--- config.mk ---
export PLATFORM = sky130hd
export DESIGN_NAME = imem_boot_loader
export DESIGN_NICKNAME = d
export VERILOG_FILES = /design/src/rtl/imem_boot_loader_pkg.sv /design/src/rtl/imem_boot_loader_byte_to_word_packer.sv /design/src/rtl/imem_boot_loader.sv
export SDC_FILE = /design/constraint.sdc
export NUM_CORES = 1
export LEC_CHECK = 0
export CAP_MARGIN = 10
export CORE_MARGIN = 2
export CORE_UTILIZATION = 36
export DETAILED_ROUTE_END_ITERATION = 10
export HOLD_SLACK_MARGIN = 0.15
export PLACE_DENSITY = 0.63
export SLEW_MARGIN = 20
export SYNTH_ARGS = -nofsm -noshare
export SYNTH_HDL_FRONTEND = slang
export SYNTH_HIERARCHICAL = 1
export SYNTH_SLANG_ARGS = --single-unit
--- constraint.sdc ---
create_clock -name clk -period 3.8 [get_ports clk]
set_input_delay 1.14 -clock clk [delete_from_list [all_inputs] [get_ports clk]]
set_output_delay 1.14 -clock clk [all_outputs]
set_load 0.02 [all_outputs]
--- src/rtl/imem_boot_loader_pkg.sv ---
// Shared definitions for the instruction-memory boot loader: loader FSM
// state encoding and the IMEM word/byte-address widths.
package imem_boot_loader_pkg;

   localparam int IMEM_WORD_W = 32;  // instruction word width
   localparam int IMEM_ADDR_W = 32;  // IMEM byte-address width
   localparam int BYTE_W      = 8;
   localparam int LEN_W       = 16;  // image length header, in words

   typedef enum logic [2:0] {
      ST_LEN_LO = 3'd0,
      ST_LEN_HI = 3'd1,
      ST_LOAD   = 3'd2,
      ST_DONE   = 3'd3,
      ST_ERR    = 3'd4
   } state_e;

   // Byte address of word idx in an image that starts at base.
   function automatic logic [IMEM_ADDR_W-1:0] word_byte_addr(
      input logic [IMEM_ADDR_W-1:0] base,
      input logic [LEN_W-1:0]       idx
   );
      return base + {{(IMEM_ADDR_W-LEN_W-2){1'b0}}, idx, 2'b00};
   endfunction

endpackage

--- src/rtl/imem_boot_loader_byte_to_word_packer.sv ---
// Collects four bytes into one little-endian 32-bit word. The fourth byte
// is not stored: it is combined directly into o_word in the cycle it
// arrives, together with a one-cycle o_word_done pulse.
module imem_boot_loader_byte_to_word_packer
   import imem_boot_loader_pkg::*;
(
   input  logic                   clk,
   input  logic                   reset,
   input  logic                   i_clear,
   input  logic                   i_valid,
   input  logic [BYTE_W-1:0]      i_byte,
   output logic [IMEM_WORD_W-1:0] o_word,
   output logic                   o_word_done
);

   logic [1:0]  r_byte_idx;
   logic [23:0] r_lanes;

   // Lane shifter and mod-4 byte counter.
   always_ff @(posedge clk) begin
      // NOTE: sequential state uses non-blocking assignments so every register samples pre-edge values.
      if (reset || i_clear) begin
         r_byte_idx <= 2'd0;
         r_lanes    <= '0;
      end else if (i_valid) begin
         case (r_byte_idx)
            2'd0:    r_lanes[7:0]   <= i_byte;
            2'd1:    r_lanes[15:8]  <= i_byte;
            2'd2:    r_lanes[23:16] <= i_byte;
            default: ;  // lane 3 goes straight to o_word
         endcase
         r_byte_idx <= r_byte_idx + 2'd1;
      end
   end

   assign o_word      = {i_byte, r_lanes};
   assign o_word_done = i_valid && (r_byte_idx == 2'd3);

endmodule

--- src/rtl/imem_boot_loader.sv ---
// Boot loader: takes a length-prefixed little-endian image over a byte
// valid/ready stream, writes it word by word into instruction memory, and
// holds the pipeline core in reset until the whole image is written.
module imem_boot_loader
   import imem_boot_loader_pkg::*;
#(
   parameter int                     IMEM_DEPTH_WORDS = 256,
   parameter logic [IMEM_ADDR_W-1:0] BASE_ADDR        = 32'h0
)(
   input  logic                   clk,
   input  logic                   reset,
   input  logic [BYTE_W-1:0]      byte_data_i,
   input  logic                   byte_valid_i,
   output logic                   byte_ready_o,
   output logic [IMEM_WORD_W-1:0] wr_instr_imem_o,
   output logic [IMEM_ADDR_W-1:0] wr_addr_imem_o,
   output logic                   wr_en_imem_o,
   output logic                   core_reset_o,
   output logic                   load_done_o,
   output logic                   load_err_o,
   output logic [LEN_W-1:0]       words_loaded_o
);

   localparam logic [LEN_W:0] DEPTH_LIMIT = (LEN_W+1)'(IMEM_DEPTH_WORDS);

   state_e                 r_state;
   state_e                 w_next_state;
   logic [BYTE_W-1:0]      r_len_lo;
   logic [LEN_W-1:0]       r_len;
   logic [LEN_W-1:0]       r_word_idx;
   logic                   r_wr_en;
   logic [IMEM_WORD_W-1:0] r_wr_instr;
   logic [IMEM_ADDR_W-1:0] r_wr_addr;
   logic                   r_core_reset;
   logic                   r_load_done;
   logic                   r_load_err;

   logic [LEN_W-1:0]       w_len_full;
   logic                   w_hdr_lo_xfer;
   logic                   w_hdr_hi_xfer;
   logic                   w_load_xfer;
   logic                   w_word_done;
   logic                   w_last_word;
   logic [IMEM_WORD_W-1:0] w_word;

   // Ready is high in every accepting state, so a transfer in one of them
   // reduces to byte_valid_i.
   assign w_len_full    = {byte_data_i, r_len_lo};
   assign w_hdr_lo_xfer = byte_valid_i && (r_state == ST_LEN_LO);
   assign w_hdr_hi_xfer = byte_valid_i && (r_state == ST_LEN_HI);
   assign w_load_xfer   = byte_valid_i && (r_state == ST_LOAD);
   assign w_last_word   = (r_word_idx == (r_len - 16'd1));

   imem_boot_loader_byte_to_word_packer u_packer (
      .clk         (clk),
      .reset       (reset),
      .i_clear     (w_hdr_hi_xfer),
      .i_valid     (w_load_xfer),
      .i_byte      (byte_data_i),
      .o_word      (w_word),
      .o_word_done (w_word_done)
   );

   // FSM state register.
   always_ff @(posedge clk) begin
      if (reset) r_state <= ST_LEN_LO;
      else       r_state <= w_next_state;
   end

   // Next-state decode, length check and byte_ready_o.
   always_comb begin
      // NOTE: defaults first so no path through the case leaves an output unassigned (no latches).
      w_next_state = r_state;
      byte_ready_o = 1'b0;
      case (r_state)
         ST_LEN_LO: begin
            byte_ready_o = 1'b1;
            if (byte_valid_i) w_next_state = ST_LEN_HI;
         end
         ST_LEN_HI: begin
            byte_ready_o = 1'b1;
            if (byte_valid_i) begin
               if (w_len_full == '0)                     w_next_state = ST_DONE;
               else if ({1'b0, w_len_full} > DEPTH_LIMIT) w_next_state = ST_ERR;
               else                                       w_next_state = ST_LOAD;
            end
         end
         ST_LOAD: begin
            byte_ready_o = 1'b1;
            if (w_word_done && w_last_word) w_next_state = ST_DONE;
         end
         ST_DONE, ST_ERR: ;
         default: w_next_state = ST_LEN_LO;
      endcase
   end

   // Header capture, IMEM write port, word counter and status flags.
   always_ff @(posedge clk) begin
      if (reset) begin
         r_len_lo     <= '0;
         r_len        <= '0;
         r_word_idx   <= '0;
         r_wr_en      <= 1'b0;
         r_wr_instr   <= '0;
         r_wr_addr    <= BASE_ADDR;
         r_core_reset <= 1'b1;
         r_load_done  <= 1'b0;
         r_load_err   <= 1'b0;
      end else begin
         r_wr_en <= 1'b0;
         if (w_hdr_lo_xfer) r_len_lo <= byte_data_i;
         if (w_hdr_hi_xfer) begin
            r_len      <= w_len_full;
            r_word_idx <= '0;
         end
         if (w_word_done) begin
            r_wr_en    <= 1'b1;
            r_wr_instr <= w_word;
            r_wr_addr  <= word_byte_addr(BASE_ADDR, r_word_idx);
            r_word_idx <= r_word_idx + 16'd1;
         end
         if (w_next_state == ST_DONE) r_load_done <= 1'b1;
         if (w_next_state == ST_ERR)  r_load_err  <= 1'b1;
         // Released only once DONE has been the current state for a cycle.
         r_core_reset <= (r_state != ST_DONE);
      end
   end

   assign wr_en_imem_o    = r_wr_en;
   assign wr_instr_imem_o = r_wr_instr;
   assign wr_addr_imem_o  = r_wr_addr;
   assign core_reset_o    = r_core_reset;
   assign load_done_o     = r_load_done;
   assign load_err_o      = r_load_err;
   assign words_loaded_o  = r_word_idx;

endmodule

==> results of run 1 <==
==> synth_stat cells (5+ instances only) <==
master	n
nand2_1	72
xnor2_1	21
nand2b_1	6
nand3_1	30
a21oi_1	49
buf_4	24
ha_1	6
nor2_1	85
clkbuf_1	31
dfxtp_1	121
inv_1	9
nor3_1	16
a21oi_2	18
buf_6	14
nor2b_1	5
xor2_1	19
mux2i_1	47
nand4_1	8
a21bo_2	24
nor4_1	6
==> per-stage QoR <==
| step | setup WS (ns) | total power [mW] | area, sq um |
|---|---|---|---|
| after floorplan | 0.545 | 1.47 | 5840 |
| after global placement | 0.542 | 1.51 | 6490 |
| after detailed placement | 0.470 | 1.51 | 6490 |
| after CTS | 0.900 | 3.24 | 7120 |
| after global routing | 0.745 | 3.31 | 7120 |
| final | 0.875 | 3.20 | 7120 |
==> sequential cells by signal, indices dropped and copies added, names as in the netlist, 2 cells and up <==
register             count
r_state                  3
r_len                   16
r_len_lo                 8
words_loaded_o          16
wr_instr_imem_o         32
u_packer/r_lanes        24
u_packer/r_byte_idx      2
wr_addr_imem_o          16
==> area by class of cell <==
| cell class | instances | area [sq um] | area share, % |
|---|---|---|---|
| multi-input cells | 463 | 2900 | 40.7 |
| flip-flops and latches | 121 | 2420 | 34.0 |
| repair buffers | 89 | 863 | 12.1 |
| clock buffers | 25 | 495 | 6.95 |
| well taps | 216 | 270 | 3.79 |
| clock inverters | 7 | 138 | 1.93 |
| inverters | 10 | 37.5 | 0.527 |
==> critical path: cells and delay by family <==
| family | cells | cell delay (ns) |
|---|---|---|
| buffers and inverters | 2 | 0.81 |
| and+or+nand+nor | 5 | 1.11 |
| xor gates and xnor gates | 1 | 0.16 |
==> cells by family (layout without fill, tap and decap cells) <==
| logic type | Yosys count | count (layout) | share of synthesized area (%) |
|---|---|---|---|
| buffers and inverters | 85 | 131 | 9.22 |
| XOR/XNOR | 40 | 40 | 6.06 |
| AND/OR/NAND/NOR | 246 | 246 | 19.6 |
| AO/OA/AOI/OAI | 106 | 106 | 13.3 |
| other | 1 | 16 | 0.0649 |
| flip-flops | 121 | 121 | 41.9 |
| multiplexers | 49 | 49 | 8.53 |
| adder cells (fa/ha/maj) | 6 | 6 | 1.30 |
==> final timing paths <==
check | from | to
min | load_err_o | load_err_o
max | byte_valid_i | words_loaded_o[14]
min reg2reg | load_err_o | load_err_o
max reg2reg | r_len[0] | r_state[0]
==> power groups by stage <==
stage	Combinational (mW)	Clock, mW	Sequential [mW]
2_1_floorplan	0.153	0	1.32
3_3_place_gp	0.178	0	1.33
3_5_place_dp	0.180	0	1.33
4_1_cts	0.181	1.75	1.30
5_1_grt	0.199	1.81	1.30
6_report	0.180	1.72	1.30
==> routing by layer <==
metal / track usage, % / share of wire [%] / wire length (um) / vias to the layer above
met5: 0 / 0 / 0 / -
met4: 6.20 / 1.1 / 152 / 0
met3: 3.91 / 3.2 / 438 / 11
met2: 27.5 / 49 / 6700 / 103
met1: 21.4 / 47 / 6380 / 2136
li1: - / - / - / 2260
==> results.yml, run 1 <==
floorplanning:
  die_area_sq_um: 17100
  die_h_um: 131
  floorplan.rows: 46
  chipWidth_um: 131
  core_region_area_sq_um: 15800
  io_pins: 96
  start_util_pct: 36.6
place:
  gp_congestion: 0.846
  placed_cells: 899
  port_buffers: 79
  hpwl_mm: 9.39
synthesis:
  synthCells: 654
  synth-edff-count: 0
  netlist.area_leader.share_pct: 41.9
  synth_cell_types: 50
  synth_area_leader_cell: "dfxtp_1"
  ys_seq_area_share_pct: 41.9
  ys_ff_latch: 121
  syn_avg_cell_area_sq_um: 8.84
  synthTopCellsByArea: "dfxtp_1, mux2i_1, nor2_1, nand2_1, a21oi_1"
  yosys_warnings: 6
  synth_flop_cell: "dfxtp_1"
  synthesis.area_sq_um: 5780
  async_flop_share_pct: 0
timing:
  hold_violations: 0
  period_needed_ns: 2.92
  worstMarginPinSlew_ns: 0.970
  relSlewSlack_pct: 34.8
  fin_hold_ws_ns: 0.458
  finalCritPeriodShare_pct: 77.0
  setup_tns_ns: 0
  skew_ns: 0.0133
  setup_viol_count_final: 0
  fmax_mhz: 342
  rsz0062_at_grt: "false"
  slew_viol_final: 0
cts:
  max-clock-path-buffers: 2
  insertion_delay_ns: 0.42
  postCtsSetupBuffers: 0
  cts_inserted_buffers: 17
  cts.clk_slew.worst_paths_ns: 0.05
  cts-root-buf: "clkbuf_16"
  tritoncts: "built"
  ctsResizeCount: 0
  htree_num_levels: 4
  cts.sinks: 121
  ctsHoldBuffers: 0
global_route:
  track_usage_pct: 16.7
  grt_max_degree: 68
  grt_pass1_vias: 4338
  antenna_found_initial: 0
  grt_overflow: 0
  grt_pass1_wl_mm: 22.1
critical_path:
  max_stage_delay_ns: 0.53
  crit_chain: "clkdlybuf4s50_1 -> nor4bb_4 -> and2_4 -> buf_4 -> nand2_1 -> nor4_1 -> xnor2_1 -> nor2_1"
  reg2reg_depth: 7
  critPathSlowestCell: "clkdlybuf4s50_1"
  startpoint_type: "input port"
  critPathKind: "in2reg"
  cp.arrival_ns: 3.22
  crit_path_end_kind: "register"
  path_max_fanout: 20
  required_ns: 4.10
  rrSetupSlack_ns: 1.35
layout:
  fin_nets: 719
  syn2layout_area_growth_pct: 23.3
  final_common_cell: "dfxtp_1"
  final.fill_count: 1570
  layout_common_cells: "dfxtp_1, nor2_1, clkdlybuf4s50_1"
  layout-drive-gt1-share_pct: 12.9
  finalCoreUtilization_pct: 45.2
  stdcell_count: 931
  antennaDiodeCount: 0
pwr:
  pwr-share-seq_pct: 40.7
  intPower_mw: 2.51
  power_density_nw_per_um2: 449
  p_leak_nw: 2.53
  power_switching_mw: 0.691
  ir_worst_vdd_mv: 0.286
  combPwrFrac_pct: 5.6
  switching_share_pct: 21.6
  p_clk_share_pct: 53.7
drt:
  vias: 4510
  wl_per_cell_um: 14.7
  ant_nets: 0
  via_per_inst: 4.84
  drt_wl_total_mm: 13.7
  drc: 0
  first_iter_violations: 258
  dr.pass1.iters: 4
min_path:
  hold_class: "reg2reg"
  holdPathStages: 2
run_status:
  outcome: "finished clean"
flow_run:
  cap_violations: 0
(Power assumes the default switching activity.)
==> inputs of run 2 (changes only) <==
- clock period: 3.8 -> 2.7 ns (I/O delays scaled with it)
==> run 2 against run 1 <==
Net effect:
- wire length rose by 1.9%
- clock-buffer cell count is 4 lower
- total power increased by 44%
- non-clock buffer count is 21 higher
- hold slack barely moved
- critical path type is now reg2out
- largest power group unchanged
==> results.yml, run 2 (synthesis results as in run 1) <==
pwr:
  intPower_mw: 3.60
  power_switching_mw: 1.01
  switching_share_pct: 21.9
  ir_worst_vdd_mv: 0.539
  power_density_nw_per_um2: 625
  p_clk_share_pct: 54.3
  p_leak_nw: 2.66
  p_total_mw: 4.61
  pwr-share-seq_pct: 39.8
  combPwrFrac_pct: 5.9
cts:
  cts.sinks: 121
  htree_num_levels: 4
  cts.clk_slew.worst_paths_ns: 0.05
  cts-root-buf: "clkbuf_16"
  cts_inserted_buffers: 17
  max-clock-path-buffers: 2
  ctsHoldBuffers: 0
  insertion_delay_ns: 0.42
  ctsResizeCount: 0
  tritoncts: "built"
  postCtsSetupBuffers: 0
floorplanning:
  chipWidth_um: 131
  die_h_um: 131
  core_region_area_sq_um: 15800
  die_area_sq_um: 17100
  io_pins: 96
  floorplan.rows: 46
  start_util_pct: 36.6
layout:
  largest_reg_flops: 32
  stdcell_count: 952
  multi_input_comb_area_sq_um: 2900
  final.fill_count: 1533
  finalCoreUtilization_pct: 46.7
  syn2layout_area_growth_pct: 27.5
  design_area_sq_um: 7370
  layout-drive-gt1-share_pct: 15.6
  fin_nets: 740
  antennaDiodeCount: 0
  regArea_sq_um: 2420
  final_common_cell: "dfxtp_1"
  layout_common_cells: "dfxtp_1, nor2_1, clkdlybuf4s50_1"
timing:
  hold_violations: 0
  skew_ns: 0.0110
  fmax_mhz: 401
  fin_hold_ws_ns: 0.457
  setup_viol_count_final: 0
  rsz0062_at_grt: "false"
  slew_viol_final: 0
  period_needed_ns: 2.49
  layout_setup_ws_ns: 0.207
  setup_tns_ns: 0
  worstMarginPinSlew_ns: 0.559
  relSlewSlack_pct: 62.7
  finalCritPeriodShare_pct: 92.3
critical_path:
  critPathSlowestCell: "dfxtp_1"
  max_stage_delay_ns: 0.58
  cp.arrival_ns: 1.68
  startpoint_type: "register"
  crit_chain: "a21oi_1 -> clkdlybuf4s50_1"
  rrSetupSlack_ns: 0.52
  critPathKind: "reg2out"
  crit_path_end_kind: "output pin"
  required_ns: 1.89
  path_max_fanout: 10
global_route:
  grt_pass1_wl_mm: 22.8
  track_usage_pct: 17.3
  grt_max_degree: 51
  antenna_found_initial: 0
  grt_pass1_vias: 4431
  grt_overflow: 0
flow_run:
  cap_violations: 0
drt:
  first_iter_violations: 237
  via_per_inst: 4.82
  vias: 4585
  dr.pass1.iters: 5
  ant_nets: 0
  drt_wl_total_mm: 13.9
  wl_per_cell_um: 14.6
  drc: 0
min_path:
  hold_class: "reg2reg"
place:
  placed_area_sq_um: 6710
  post-place-ws_ns: -0.118
  gp_congestion: 0.815
  hpwl_mm: 9.80
  port_buffers: 79
  placed_cells: 920
run_status:
  outcome: "finished clean"
-- run 2: cell count changes in the layout (fill, tap and decap cells not counted) --
cell | before | now
clkbuf_1 | 4 | 2
bufinv_16 | 4 | 5
clkbuf_8 | 4 | 2
clkinv_4 | 0 | 3
buf_4 | 11 | 27
buf_12 | 0 | 5
-- run 2: critical path: cells and delay by family (launching register included) --
family          cells  cell delay [ns]
buf+inv             1             0.56
flops               1             0.58
compound gates      1             0.14
-- run 2: layout make-up --
class                   instances  share of cell area (%)
flip-flops and latches        121                    32.9
multi-input cells             463                    39.3
well taps                     216                    3.67
repair buffers                110                    14.7
clock buffers                  21                    6.25
inverters                      10                   0.510
clock inverters                11                    2.63
-- run 2: worst paths after layout --
| kind | cells after the start | from | end |
|---|---|---|---|
| max reg2reg | 8 | r_len[0] | r_state[0] |
| max | 2 | r_state[0] | byte_ready_o |
| min reg2reg | 2 | load_err_o | load_err_o |
| min | 2 | load_err_o | load_err_o |
-- run 2: layer usage --
metal / vias to the layer above / global-route usage, % / share of wire [%]
met5: - / 0 / 0
met4: 0 / 7.20 / 2.4
met3: 23 / 4.72 / 4.3
met2: 94 / 27.7 / 48
met1: 2157 / 22.2 / 45
li1: 2311 / - / -
-- run 2: power groups by stage --
stage / clock network (mW) / logic (mW) / registers, mW
2_1_floorplan: 0 / 0.216 / 1.86
3_3_place_gp: 0 / 0.272 / 1.87
3_5_place_dp: 0 / 0.273 / 1.87
4_1_cts: 2.55 / 0.275 / 1.83
5_1_grt: 2.62 / 0.303 / 1.83
6_report: 2.50 / 0.273 / 1.83
==> inputs of run 3 (changes only) <==
- CAP_MARGIN: 10 -> unset
- CORE_UTILIZATION: 36 -> 45
- PLACE_DENSITY: 0.63 -> 0.74
==> run 3 against run 2 <==
Net effect:
- clock power shrank 7%
- non-clock buffer count shrank 6
- die area shrank 19%
- worst setup slack gained 0.022 ns
- largest power group unchanged
- sequential cell count is the same
- clock-buffer cell count shrank 1
- utilization grew 11 points
==> results.yml, run 3 (synthesis results as in run 1) <==
timing:
  layout_setup_ws_ns: 0.229
  worstMarginPinSlew_ns: 0.555
  fmax_mhz: 405
  relSlewSlack_pct: 63.0
  skew_ns: 0.0144
  setup_tns_ns: 0
  period_needed_ns: 2.47
  hold_violations: 0
  rsz0062_at_grt: "false"
  finalCritPeriodShare_pct: 91.5
  slew_viol_final: 0
  setup_viol_count_final: 0
place:
  gp_congestion: 0.893
  hpwl_mm: 9.19
  port_buffers: 79
  post-place-ws_ns: -0.117
pwr:
  power_density_nw_per_um2: 613
  p_clk_share_pct: 52.4
  p_total_mw: 4.42
  power_switching_mw: 0.995
  pwr-share-seq_pct: 41.4
  intPower_mw: 3.43
  p_leak_nw: 2.61
  switching_share_pct: 22.5
  ir_worst_vdd_mv: 0.368
  combPwrFrac_pct: 6.2
global_route:
  antenna_found_initial: 0
  grtUsageMet2_pct: 33.6
  grt_busiest_layer: "met2"
  grt_max_degree: 51
  grt_use_met3_pct: 5.16
  grt.met1_usage_pct: 24.3
  grt_pass1_wl_mm: 22.1
  track_usage_pct: 19.9
  grt_pass1_vias: 4472
  grt_overflow: 0
floorplanning:
  floorplan.rows: 41
  core_region_area_sq_um: 12600
  chipWidth_um: 117
  die_h_um: 117
  die_area_sq_um: 13800
  start_util_pct: 46.0
  io_pins: 96
critical_path:
  reg2reg_depth: 8
  endpoint: "byte_ready_o"
  cp-startpoint: "r_state[0]"
  max_stage_delay_ns: 0.62
  crit_chain: "a21oi_1 -> clkdlybuf4s50_1"
  rr_startpoint: "r_len[0]"
  rrSetupSlack_ns: 0.46
  path_max_fanout: 10
  critPathKind: "reg2out"
  startpoint_type: "register"
  required_ns: 1.89
  critPathSlowestCell: "clkdlybuf4s50_1"
  cp.arrival_ns: 1.66
  crit_path_end_kind: "output pin"
  timing.rr.end: "r_state[0]"
drt:
  dr.pass1.iters: 5
  vias: 4567
  drt_wl_total_mm: 13.4
  ant_nets: 0
  wl_per_cell_um: 14.8
  drc: 0
  via_per_inst: 5.06
  first_iter_violations: 275
run_status:
  outcome: "finished clean"
layout:
  antennaDiodeCount: 0
  multi_input_comb_area_sq_um: 2900
  fin_nets: 734
  final_common_cell: "dfxtp_1"
  largest_reg_flops: 32
  layout_common_cells: "dfxtp_1, nor2_1, clkdlybuf4s50_1"
  layout-drive-gt1-share_pct: 15.2
  regArea_sq_um: 2420
  syn2layout_area_growth_pct: 24.8
  final.fill_count: 1126
cts:
  tritoncts: "built"
  postCtsSetupBuffers: 0
  ctsHoldBuffers: 0
  cts_inserted_buffers: 17
  htree_num_levels: 4
  max-clock-path-buffers: 2
  cts-root-buf: "clkbuf_16"
  cts.clk_slew.worst_paths_ns: 0.05
  insertion_delay_ns: 0.42
  cts.sinks: 121
  ctsResizeCount: 0
min_path:
  hold_class: "reg2reg"
flow_run:
  cap_violations: 0
==> run 3: routing by layer <==
metal  vias up  wire length [um]
li1       2282                 -
met1      2181              5910
met2        91              6820
met3        13               500
met4         0               146
met5         -                 0
==> run 3: area by class of cell <==
class                      count  share of cell area (%)
sequential                   121                    33.6
clock inverter                12                    2.05
clock buffer                  20                    6.47
inverter                      10                   0.520
tap                          172                    2.98
timing repair buffer         104                    14.2
multi-input combinational    463                    40.2
==> run 3: worst min path at each step <==
stage                startpoint         end  slack [ns]  cells past startpoint
floorplan           r_len_lo[2]    r_len[2]        0.44                      2
CTS                  load_err_o  load_err_o        0.45                      2
global placement     load_err_o  load_err_o        0.44                      2
global route         load_err_o  load_err_o        0.49                      2
detailed placement   load_err_o  load_err_o        0.45                      2
finish               load_err_o  load_err_o        0.45                      2
==> run 3: worst max-delay path, delay by kind of cell, from the launching register on <==
kind	cells	cell delay (ns)
AO/OA/AOI/OAI	1	0.20
buffers and inverters	1	0.62
flip-flops	1	0.42
==> run 3: power groups by stage <==
stage                     Combinational [mW]  Sequential [mW]  Clock, mW
after floorplan                        0.216             1.86          0
after global placement                 0.268             1.87          0
after detailed placement               0.273             1.87          0
after CTS                              0.275             1.83       2.35
after global routing                   0.301             1.83       2.43
final                                  0.274             1.83       2.32
==> run 3: through the flow <==
| stage | area (sq um) | std cells | util [%] | hold WS, ns |
|---|---|---|---|---|
| floorplan | 5840 | 669 | - | 0.445 |
| global placement | 6600 | 870 | 52.5 | 0.439 |
| detailed placement | 6600 | 870 | 52.5 | 0.445 |
| CTS | 7210 | 902 | 57.4 | 0.453 |
| global route | 7210 | 902 | 57.4 | 0.489 |
| finish | 7210 | 902 | 57.4 | 0.446 |
